$ cat src/rtl/ripple_carry_adder_pkg.sv
// Datapath constants shared by the ripple-carry adder and its leaf cells.
package ripple_carry_adder_pkg;

  // Default operand/sum width of the adder.
  localparam int RCA_WIDTH = 8;

endpackage

$ cat src/rtl/full_adder.sv
// One-bit full adder: the single stage of the ripple chain. Purely combinational.
module full_adder
  import ripple_carry_adder_pkg::*;
(
  input  logic a,
  input  logic b,
  input  logic cin,
  output logic s,
  output logic cout
);

  // Sum is the three-way parity; carry is the majority of the three inputs.
  always_comb begin
    s    = a ^ b ^ cin;
    cout = (a & b) | (a & cin) | (b & cin);
  end

endmodule

$ cat src/rtl/ripple_carry_adder.sv
// Parameterised ripple-carry adder with carry-in/carry-out and a one-cycle
// registered result. The carry chain runs strictly LSB to MSB through WIDTH
// full_adder stages; there is no lookahead, so the critical path is the
// full chain from the operands into the Cout flop.
module ripple_carry_adder
  import ripple_carry_adder_pkg::*;
#(
  parameter int WIDTH = RCA_WIDTH
) (
  input  logic             clk,
  input  logic             rst,
  input  logic [WIDTH-1:0] A,
  input  logic [WIDTH-1:0] B,
  input  logic             C,
  output logic [WIDTH-1:0] S,
  output logic             Cout
);

  // carry[i] feeds stage i; carry[WIDTH] is the carry-out of the MSB stage.
  logic [WIDTH:0]   carry;
  logic [WIDTH-1:0] sum;

  assign carry[0] = C;

  for (genvar i = 0; i < WIDTH; i++) begin : g_stage
    full_adder u_fa (
      .a    (A[i]),
      .b    (B[i]),
      .cin  (carry[i]),
      .s    (sum[i]),
      .cout (carry[i+1])
    );
  end

  // Capture the sum every cycle; reset wins over any operand value.
  always_ff @(posedge clk) begin
    if (rst) begin
      S    <= '0;
      Cout <= 1'b0;
    end else begin
      S    <= sum;
      Cout <= carry[WIDTH];
    end
  end

endmodule

$ cat config.mk
export PLATFORM = sky130hd
export DESIGN_NAME = ripple_carry_adder
export DESIGN_NICKNAME = d
export VERILOG_FILES = /design/src/rtl/ripple_carry_adder_pkg.sv /design/src/rtl/full_adder.sv /design/src/rtl/ripple_carry_adder.sv
export SDC_FILE = /design/constraint.sdc
export NUM_CORES = 1
export LEC_CHECK = 0
export BUFFER_PORTS_ARGS = -buffer_cell sky130_fd_sc_hd__buf_4
export CAP_MARGIN = 10
export CORE_AREA = 2 2 39 41
export DETAILED_ROUTE_END_ITERATION = 10
export DIE_AREA = 0 0 41 43
export PLACE_DENSITY_LB_ADDON = 0.05
export SYNTH_ARGS = -nofsm -noshare
export SYNTH_HDL_FRONTEND = slang
export SYNTH_HIERARCHICAL = 1
export SYNTH_SLANG_ARGS = --single-unit
export TNS_END_PERCENT = 1
$ cat constraint.sdc
create_clock -name clk -period 6.15 [get_ports clk]
set_input_delay 0.3075 -clock clk [delete_from_list [all_inputs] [get_ports clk]]
set_output_delay 0.3075 -clock clk [all_outputs]
set_load 0.05 [all_outputs]
==> summary.txt, run 1 <==
Run status
  – Run status: finished clean

CTS
  – Clock transition at the registers of the reported paths: 0.06 ns
  – Maximum buffer depth of the clock tree: 2
  – Number of clock buffers inserted by TritonCTS: 3
  – Clock tree from TritonCTS: built
  – Clk root buf: sky130_fd_sc_hd__clkbuf_4
  – Post-CTS setup-driven buffer insertion count: 0
  – Hold buffer count at cts: 0
  – Total number of H-tree levels: 1
  – Post-cts sizing count: 0
  – Num Clock Sinks: 9

Cells and area
  – Antenna diode instance count: 0
  – Nets: 85
  – Area delta synth->final: 62.8%
  – Fraction of final layout cells sized beyond drive strength 1: 0.526
  – Cell Count, Final, Fillers Out: 73
  – Post-layout instance area: 646 um2
  – # fillers: 130

Logic synthesis
  – Leading cell types by total area after synthesis: sky130_fd_sc_hd__dfxtp_1 (45%), sky130_fd_sc_hd__fa_1 (40%), sky130_fd_sc_hd__nor2b_1 (14%)
  – Synth unique cells: 3
  – Number of storage elements in the synthesis netlist: 9
  – Sequential fraction of the synthesis area: 0.454
  – Share of Yosys cell area claimed by the top area cell type: 0.454
  – Async set-or-reset flop fraction in the synthesized netlist: 0
  – Commonest cells post-synth: sky130_fd_sc_hd__dfxtp_1 (9), sky130_fd_sc_hd__nor2b_1 (9), sky130_fd_sc_hd__fa_1 (8)
  – Count of yosys warnings during synthesis: 6
  – Biggest area consumer among synthesized cells: sky130_fd_sc_hd__dfxtp_1
  – Average cell area after synthesis: 15.3 um2
  – Number of synthesized flops with an enable pin: 0
  – Flip-flop cell with the highest count after synthesis: sky130_fd_sc_hd__dfxtp_1
  – Post-synthesis instance total: 26
  – Syn nets: 53
  – Synth Cell Area: 397 um2

Drt
  – Wire length the detailed router placed on met1: 246 um
  – Detailed-routed wire length on met3: 69 um
  – Antenna Violating Nets Remaining: 0
  – Routed length on met2: 375 um
  – Final WL: 694 um
  – Wirelength per Cell: 9.51 um
  – DRC errors left: 0
  – Via count: 295
  – Number of DRC markers after the initial detailed-route iteration: 0
  – Highest layer used for signal routing: met4
  – 1st-pass router iterations: 1
  – Avg Vias per Cell: 4.04

Die
  – Die Height: 43 um
  – Die outline area: 0.00176 mm2
  – I/O pins: 28
  – Placeable core area: 0.00138 mm2
  – Standard-cell row count: 14
  – Initial cell density of the core: 0.287
  – Overall die width: 41 um

Pwr
  – Leakage power summed over all cells: 0.000301 uW
  – Power Dens Cells: 268 mW/mm2
  – Final Total Pwr: 173 uW
  – Worst VDD drop: 0.115 mV

Timing
  – Final critical delay including setup and external delays: 3.61 ns
  – Tightest Pin Transition: 0.150 ns
  – Total count of max-transition violations in the final report: 0
  – Final Hold Violating Endpoints: 0
  – Total setup violations reported at the end of the flow: 0
  – Maximum clock frequency: 277 MHz
  – Setup TNS: 0 ns
  – Max_slew headroom: 0.901
  – Period utilization: 0.586
  – RSZ-0062 raised after global routing: no

Global route
  – Vias in the first global route: 302
  – Total GRT Usage: 0.0929
  – Pin count of the biggest net entering global routing: 10
  – Overflow left after global routing: 0
  – First-pass GRT wire length: 1040 um
  – Antenna violations before repair: 0

Hold path
  – Endpoint with the worst hold slack: S[5]
  – Worst hold path class: in2reg
  – WHS Path Cells: 2
  – Hold path start: rst

Run
  – Max-cap violation count: 0

Setup path
  – Worst endpoint required time: 6.30 ns
  – CP Max Fanout: 1
  – Type of destination of the critical path: flip-flop
  – Type of the worst setup path: in2reg
  – Crit path launch type: input pin
  – Arrival time at the worst endpoint: 3.75 ns

Placed design
  – Placed standard-cell area: 619 um2
  – Count of input and output buffers: 27
  – Number of cells in the design after placement: 69
  – Final RePlAce weighted congestion: 0.606
## state kept, by name, summed over array words and instances (netlist names)
signal,cells
Cout,1
S,8
## where the power goes
part,internal (uW),switching (uW)
clock network,24.9,19.1
logic,24.7,36.8
registers,65.5,1.80
## routing by layer
| layer | GRT usage | vias up |
|---|---|---|
| met4 | 0.0600 | 0 |
| met2 | 0.163 | 13 |
| met5 | 0 | - |
| li1 | - | 141 |
| met3 | 0.0366 | 2 |
| met1 | 0.0780 | 139 |
## cell families after synthesis
family	synth area share
fa+ha+maj	0.404
flops	0.454
simple gates	0.142
## layout make-up
class / instances / area (um2) / area share
well taps: 16 / 20.0 / 0.0310
repair buffers: 27 / 203 / 0.314
clock buffers: 4 / 26.3 / 0.0407
flip-flops and latches: 9 / 180 / 0.279
multi-input cells: 17 / 216 / 0.335
## placed cells by master (no fill, tap or decap)
master,count
sky130_fd_sc_hd__fa_1,8
sky130_fd_sc_hd__clkbuf_4,3
sky130_fd_sc_hd__clkbuf_1,1
sky130_fd_sc_hd__nor2b_1,9
sky130_fd_sc_hd__buf_4,27
sky130_fd_sc_hd__dfxtp_1,9
## critical path, stage by stage
cell and delay (ns):
sky130_fd_sc_hd__buf_4 0.11, sky130_fd_sc_hd__fa_1 0.42, sky130_fd_sc_hd__fa_1 0.38, sky130_fd_sc_hd__fa_1 0.39
sky130_fd_sc_hd__fa_1 0.38, sky130_fd_sc_hd__fa_1 0.39, sky130_fd_sc_hd__fa_1 0.40, sky130_fd_sc_hd__fa_1 0.39
sky130_fd_sc_hd__fa_1 0.43, sky130_fd_sc_hd__nor2b_1 0.14
## worst max-delay path by stage
stage | startpoint | to | slack [ns] | cells after the start
6_report | A[0] | S[7] | 2.54 | 10
5_1_grt | A[0] | S[7] | 2.38 | 10
4_1_cts | A[0] | S[7] | 2.52 | 10
3_5_place_dp | A[0] | S[7] | 2.24 | 10
3_3_place_gp | A[0] | S[7] | 2.28 | 10
2_1_floorplan | A[0] | S[7] | 2.49 | 9
## per-stage QoR
step / utilization / hold WS (ns) / worst slack [ns]
6_report: 0.467 / 0.287 / 2.54
5_1_grt: 0.467 / 0.289 / 2.38
4_1_cts: 0.467 / 0.283 / 2.52
3_5_place_dp: 0.448 / 0.554 / 2.24
3_3_place_gp: 0.448 / 0.551 / 2.28
2_1_floorplan: - / 0.379 / 2.49
(Power assumes the default switching activity.)
==> inputs of run 2 (changes only) <==
--- a/config.mk
+++ b/config.mk
@@ -5,6 +5,7 @@
 export SDC_FILE = /design/constraint.sdc
 export NUM_CORES = 1
 export LEC_CHECK = 0
+export ABC_AREA = 1
 export BUFFER_PORTS_ARGS = -buffer_cell sky130_fd_sc_hd__buf_4
 export CAP_MARGIN = 10
 export CORE_AREA = 2 2 39 41
==> constraint.sdc (replaced) <==
create_clock -name clk -period 3.2 [get_ports clk]
set_input_delay 0.16 -clock clk [delete_from_list [all_inputs] [get_ports clk]]
set_output_delay 0.16 -clock clk [all_outputs]
set_load 0.05 [all_outputs]
==> run 2 against run 1 <==
Compared with the run above:
- first-iteration DRC count stayed put
- sequential cell count did not move
- wire length up 6.8%
- sequential share of layout area is 1.3 points lower
- worst setup slack got worse by 2.5 ns
- synthesized area is 5.7% higher
==> summary.txt, run 2 <==
Timing
  – Total count of max-transition violations in the final report: 0 (unchanged)
  – Final worst slack: 0.0707 ns (was 2.54 ns)
  – Total setup violations reported at the end of the flow: 0 (unchanged)
  – Final Hold Violating Endpoints: 0 (unchanged)
  – Maximum clock frequency: 320 MHz
  – Period utilization: 0.978
  – Final critical delay including setup and external delays: 3.13 ns
  – Tightest Pin Transition: 0.152 ns (was 0.150 ns)
  – Setup TNS: 0 ns (unchanged)
  – RSZ-0062 raised after global routing: yes (was no)
  – Max_slew headroom: 0.899 (was 0.901)

Cells and area
  – Flip-flop count of the largest register, all copies and words added: 8 (unchanged)
  – Nets: 94 (was 85)
  – Post-layout instance area: 678 um2 (was 646 um2)
  – Most common cell after layout, fill and taps aside: sky130_fd_sc_hd__buf_4 (unchanged)
  – Leading registers by flop count: S: 8 flops, Cout: 1 flops (unchanged)
  – Area delta synth->final: 61.8% (was 62.8%)
  – Fin util: 0.490 (was 0.467)
  – # fillers: 135 (was 130)
  – Register name with the most flops: S (unchanged)
  – Fraction of final layout cells sized beyond drive strength 1: 0.561 (was 0.526)
  – Antenna diode instance count: 0 (unchanged)
  – Most frequent cells in the layout: sky130_fd_sc_hd__buf_4 (26), sky130_fd_sc_hd__dfxtp_1 (9), sky130_fd_sc_hd__inv_1 (9), sky130_fd_sc_hd__nor2_1 (9), sky130_fd_sc_hd__fa_2 (7) (was sky130_fd_sc_hd__buf_4 (27), sky130_fd_sc_hd__dfxtp_1 (9), sky130_fd_sc_hd__nor2b_1 (9))

Logic synthesis
  – Syn nets: 63 (was 53)
  – Number of storage elements in the synthesis netlist: 9 (unchanged)
  – Flip-flop cell with the highest count after synthesis: sky130_fd_sc_hd__dfxtp_1 (unchanged)
  – Fraction of the mapped netlist area in compound gates: 0 (unchanged)
  – Average cell area after synthesis: 11.6 um2 (was 15.3 um2)
  – Multiplexer area fraction after synthesis: 0 (unchanged)
  – Leading cell types by total area after synthesis: sky130_fd_sc_hd__dfxtp_1 (43%), sky130_fd_sc_hd__fa_1 (38%), sky130_fd_sc_hd__inv_1 (8.1%), sky130_fd_sc_hd__nor2_1 (8.1%), sky130_fd_sc_hd__buf_6 (2.7%) (was sky130_fd_sc_hd__dfxtp_1 (45%), sky130_fd_sc_hd__fa_1 (40%), sky130_fd_sc_hd__nor2b_1 (14%))
  – Post-synthesis instance total: 36 (was 26)
  – Async set-or-reset flop fraction in the synthesized netlist: 0 (unchanged)
  – Xor/xnor share of the synthesized area: 0 (unchanged)
  – Simple-gate portion of the synthesized area: 0.0806 (was 0.142)
  – Synth Cell Area: 419 um2 (was 397 um2)
  – Share of Yosys cell area claimed by the top area cell type: 0.430 (was 0.454)
  – Sequential fraction of the synthesis area: 0.430 (was 0.454)
  – Synth Area in Adders: 0.382 (was 0.404)
  – Commonest cells post-synth: sky130_fd_sc_hd__dfxtp_1 (9), sky130_fd_sc_hd__inv_1 (9), sky130_fd_sc_hd__nor2_1 (9) (was sky130_fd_sc_hd__dfxtp_1 (9), sky130_fd_sc_hd__nor2b_1 (9), sky130_fd_sc_hd__fa_1 (8))
  – Count of yosys warnings during synthesis: 6 (unchanged)
  – Largest family of logic cells by synthesized area: adder cells (unchanged)
  – Synth unique cells: 5 (was 3)
  – Number of synthesized flops with an enable pin: 0 (unchanged)
  – Biggest area consumer among synthesized cells: sky130_fd_sc_hd__dfxtp_1 (unchanged)

Placed design
  – Final RePlAce weighted congestion: 0.633 (was 0.606)
  – Placed standard-cell area: 648 um2 (was 619 um2)
  – Placement Setup Slack: -0.240 ns (was 2.24 ns)
  – Placed wire-length estimate: 676 um
  – Count of input and output buffers: 27 (unchanged)

Die
  – I/O pins: 28 (unchanged)
  – Initial cell density of the core: 0.303 (was 0.287)
  – Die outline area: 0.00176 mm2 (unchanged)
  – Placeable core area: 0.00138 mm2 (unchanged)
  – Die Height: 43 um (unchanged)
  – Standard-cell row count: 14 (unchanged)
  – Overall die width: 41 um (unchanged)

Setup path
  – Arrival time at the worst endpoint: 3.32 ns (was 3.75 ns)
  – CP Max Fanout: 1 (unchanged)
  – Type of the worst setup path: in2reg (unchanged)
  – Slowest cell on the critical path: sky130_fd_sc_hd__fa_1 (unchanged)
  – Type of destination of the critical path: flip-flop (unchanged)
  – Max stage delay on crit path: 0.48 ns (was 0.43 ns)
  – Cell-by-cell trace of the critical path: buf_6 > fa_2 > fa_2 > fa_2 > fa_2 > fa_2 > fa_2 > fa_2 > fa_1 > inv_1 > nor2_1 (was buf_4 > fa_1 > fa_1 > fa_1 > fa_1 > fa_1 > fa_1 > fa_1 > fa_1 > nor2b_1)
  – Worst path top cell family by delay: adder cells (unchanged)
  – Most common cell on crit path: sky130_fd_sc_hd__fa_2 (was sky130_fd_sc_hd__fa_1)
  – Crit path launch type: input pin (unchanged)
  – Worst endpoint required time: 3.39 ns (was 6.30 ns)
  – Buffer and inverter count on the worst path: 2 (was 1)

Drt
  – Via count: 313 (was 295)
  – Number of DRC markers after the initial detailed-route iteration: 0 (unchanged)
  – Wirelength per Cell: 9.04 um (was 9.51 um)
  – Avg Vias per Cell: 3.82 (was 4.04)
  – Antenna Violating Nets Remaining: 0 (unchanged)
  – Final WL: 741 um (was 694 um)
  – DRC errors left: 0 (unchanged)
  – 1st-pass router iterations: 1 (unchanged)

Hold path
  – WHS Path Cells: 2 (unchanged)
  – Worst hold path class: in2reg (unchanged)
  – Hold path start: rst (unchanged)
  – Endpoint with the worst hold slack: S[2] (was S[5])

Pwr
  – Power share of the clock group: 0.247 (was 0.255)
  – Power Dens Cells: 502 mW/mm2 (was 268 mW/mm2)
  – Net load switching power: 118 uW (was 57.7 uW)
  – Worst VDD drop: 0.177 mV (was 0.115 mV)
  – Internal power: 222 uW (was 115 uW)
  – Switching part of the total power: 0.347 (was 0.334)
  – Share of power burned in registers: 0.380 (was 0.389)
  – Final Total Pwr: 340 uW (was 173 uW)
  – Portion of total power attributed to combinational logic: 0.373 (was 0.356)
  – Leakage power summed over all cells: 0.000342 uW (was 0.000301 uW)

Global route
  – Vias in the first global route: 303 (was 302)
  – Pin count of the biggest net entering global routing: 10 (unchanged)
  – Antenna violations before repair: 0 (unchanged)
  – Overflow left after global routing: 0 (unchanged)
  – Total GRT Usage: 0.104 (was 0.0929)
  – First-pass GRT wire length: 1180 um (was 1040 um)

CTS
  – Number of clock buffers inserted by TritonCTS: 3 (unchanged)
  – Post-cts sizing count: 0 (unchanged)
  – Num Clock Sinks: 9 (unchanged)
  – Clock transition at the registers of the reported paths: 0.06 ns (about the same)
  – Hold buffer count at cts: 0 (unchanged)
  – Clk root buf: sky130_fd_sc_hd__clkbuf_4 (unchanged)
  – Maximum buffer depth of the clock tree: 2 (unchanged)
  – Post-CTS setup-driven buffer insertion count: 0 (unchanged)
  – Total number of H-tree levels: 1 (unchanged)
  – Clock tree from TritonCTS: built (unchanged)

Run status
  – Run status: finished clean (unchanged)

Run
  – Max-cap violation count: 0 (unchanged)
[run 2: cell families (layout without fill, tap and decap cells)]
logic type	Yosys count	in the layout
adders and majority gates	8	8
buffers and inverters	10	40
DFF	9	9
and+or+nand+nor	9	9
[run 2: worst max path at each step]
| stage | slack (ns) | startpoint | end | depth (start not counted) |
|---|---|---|---|---|
| 2_1_floorplan | -0.02 | A[0] | S[7] | 10 |
| 3_3_place_gp | -0.20 | A[0] | S[7] | 11 |
| 3_5_place_dp | -0.24 | A[0] | S[7] | 11 |
| 4_1_cts | 0.02 | A[0] | S[7] | 11 |
| 5_1_grt | -0.01 | A[0] | S[7] | 11 |
| 6_report | 0.07 | A[0] | S[7] | 11 |
[run 2: power by group through the flow]
stage | registers (uW) | logic, uW | clock network, uW
after detailed placement | 132 | 130 | 0
after global placement | 132 | 128 | 0
final | 129 | 127 | 84.0
after CTS | 129 | 130 | 87.3
after global routing | 131 | 142 | 94.6
after floorplan | 181 | 30.9 | 0
[run 2: area by class of cell]
cell class / count / area, um2 / area share
Clock buffer: 4 / 26.3 / 0.0387
Inverter: 9 / 33.8 / 0.0498
Multi-Input combinational cell: 17 / 211 / 0.312
Sequential cell: 9 / 180 / 0.266
Tap cell: 16 / 20.0 / 0.0295
Timing Repair Buffer: 27 / 206 / 0.304
[run 2: per-layer routing]
metal	GRT usage	share of wire
met5	0	0
met4	0.0600	0
met3	0.0314	0.072
met2	0.159	0.56
met1	0.122	0.37
[run 2: through the flow]
stage	hold WS, ns	cells
4_1_cts	0.131	82
6_report	0.136	82
3_5_place_dp	0.402	78
2_1_floorplan	0.344	36
5_1_grt	0.126	82
3_3_place_gp	0.409	78
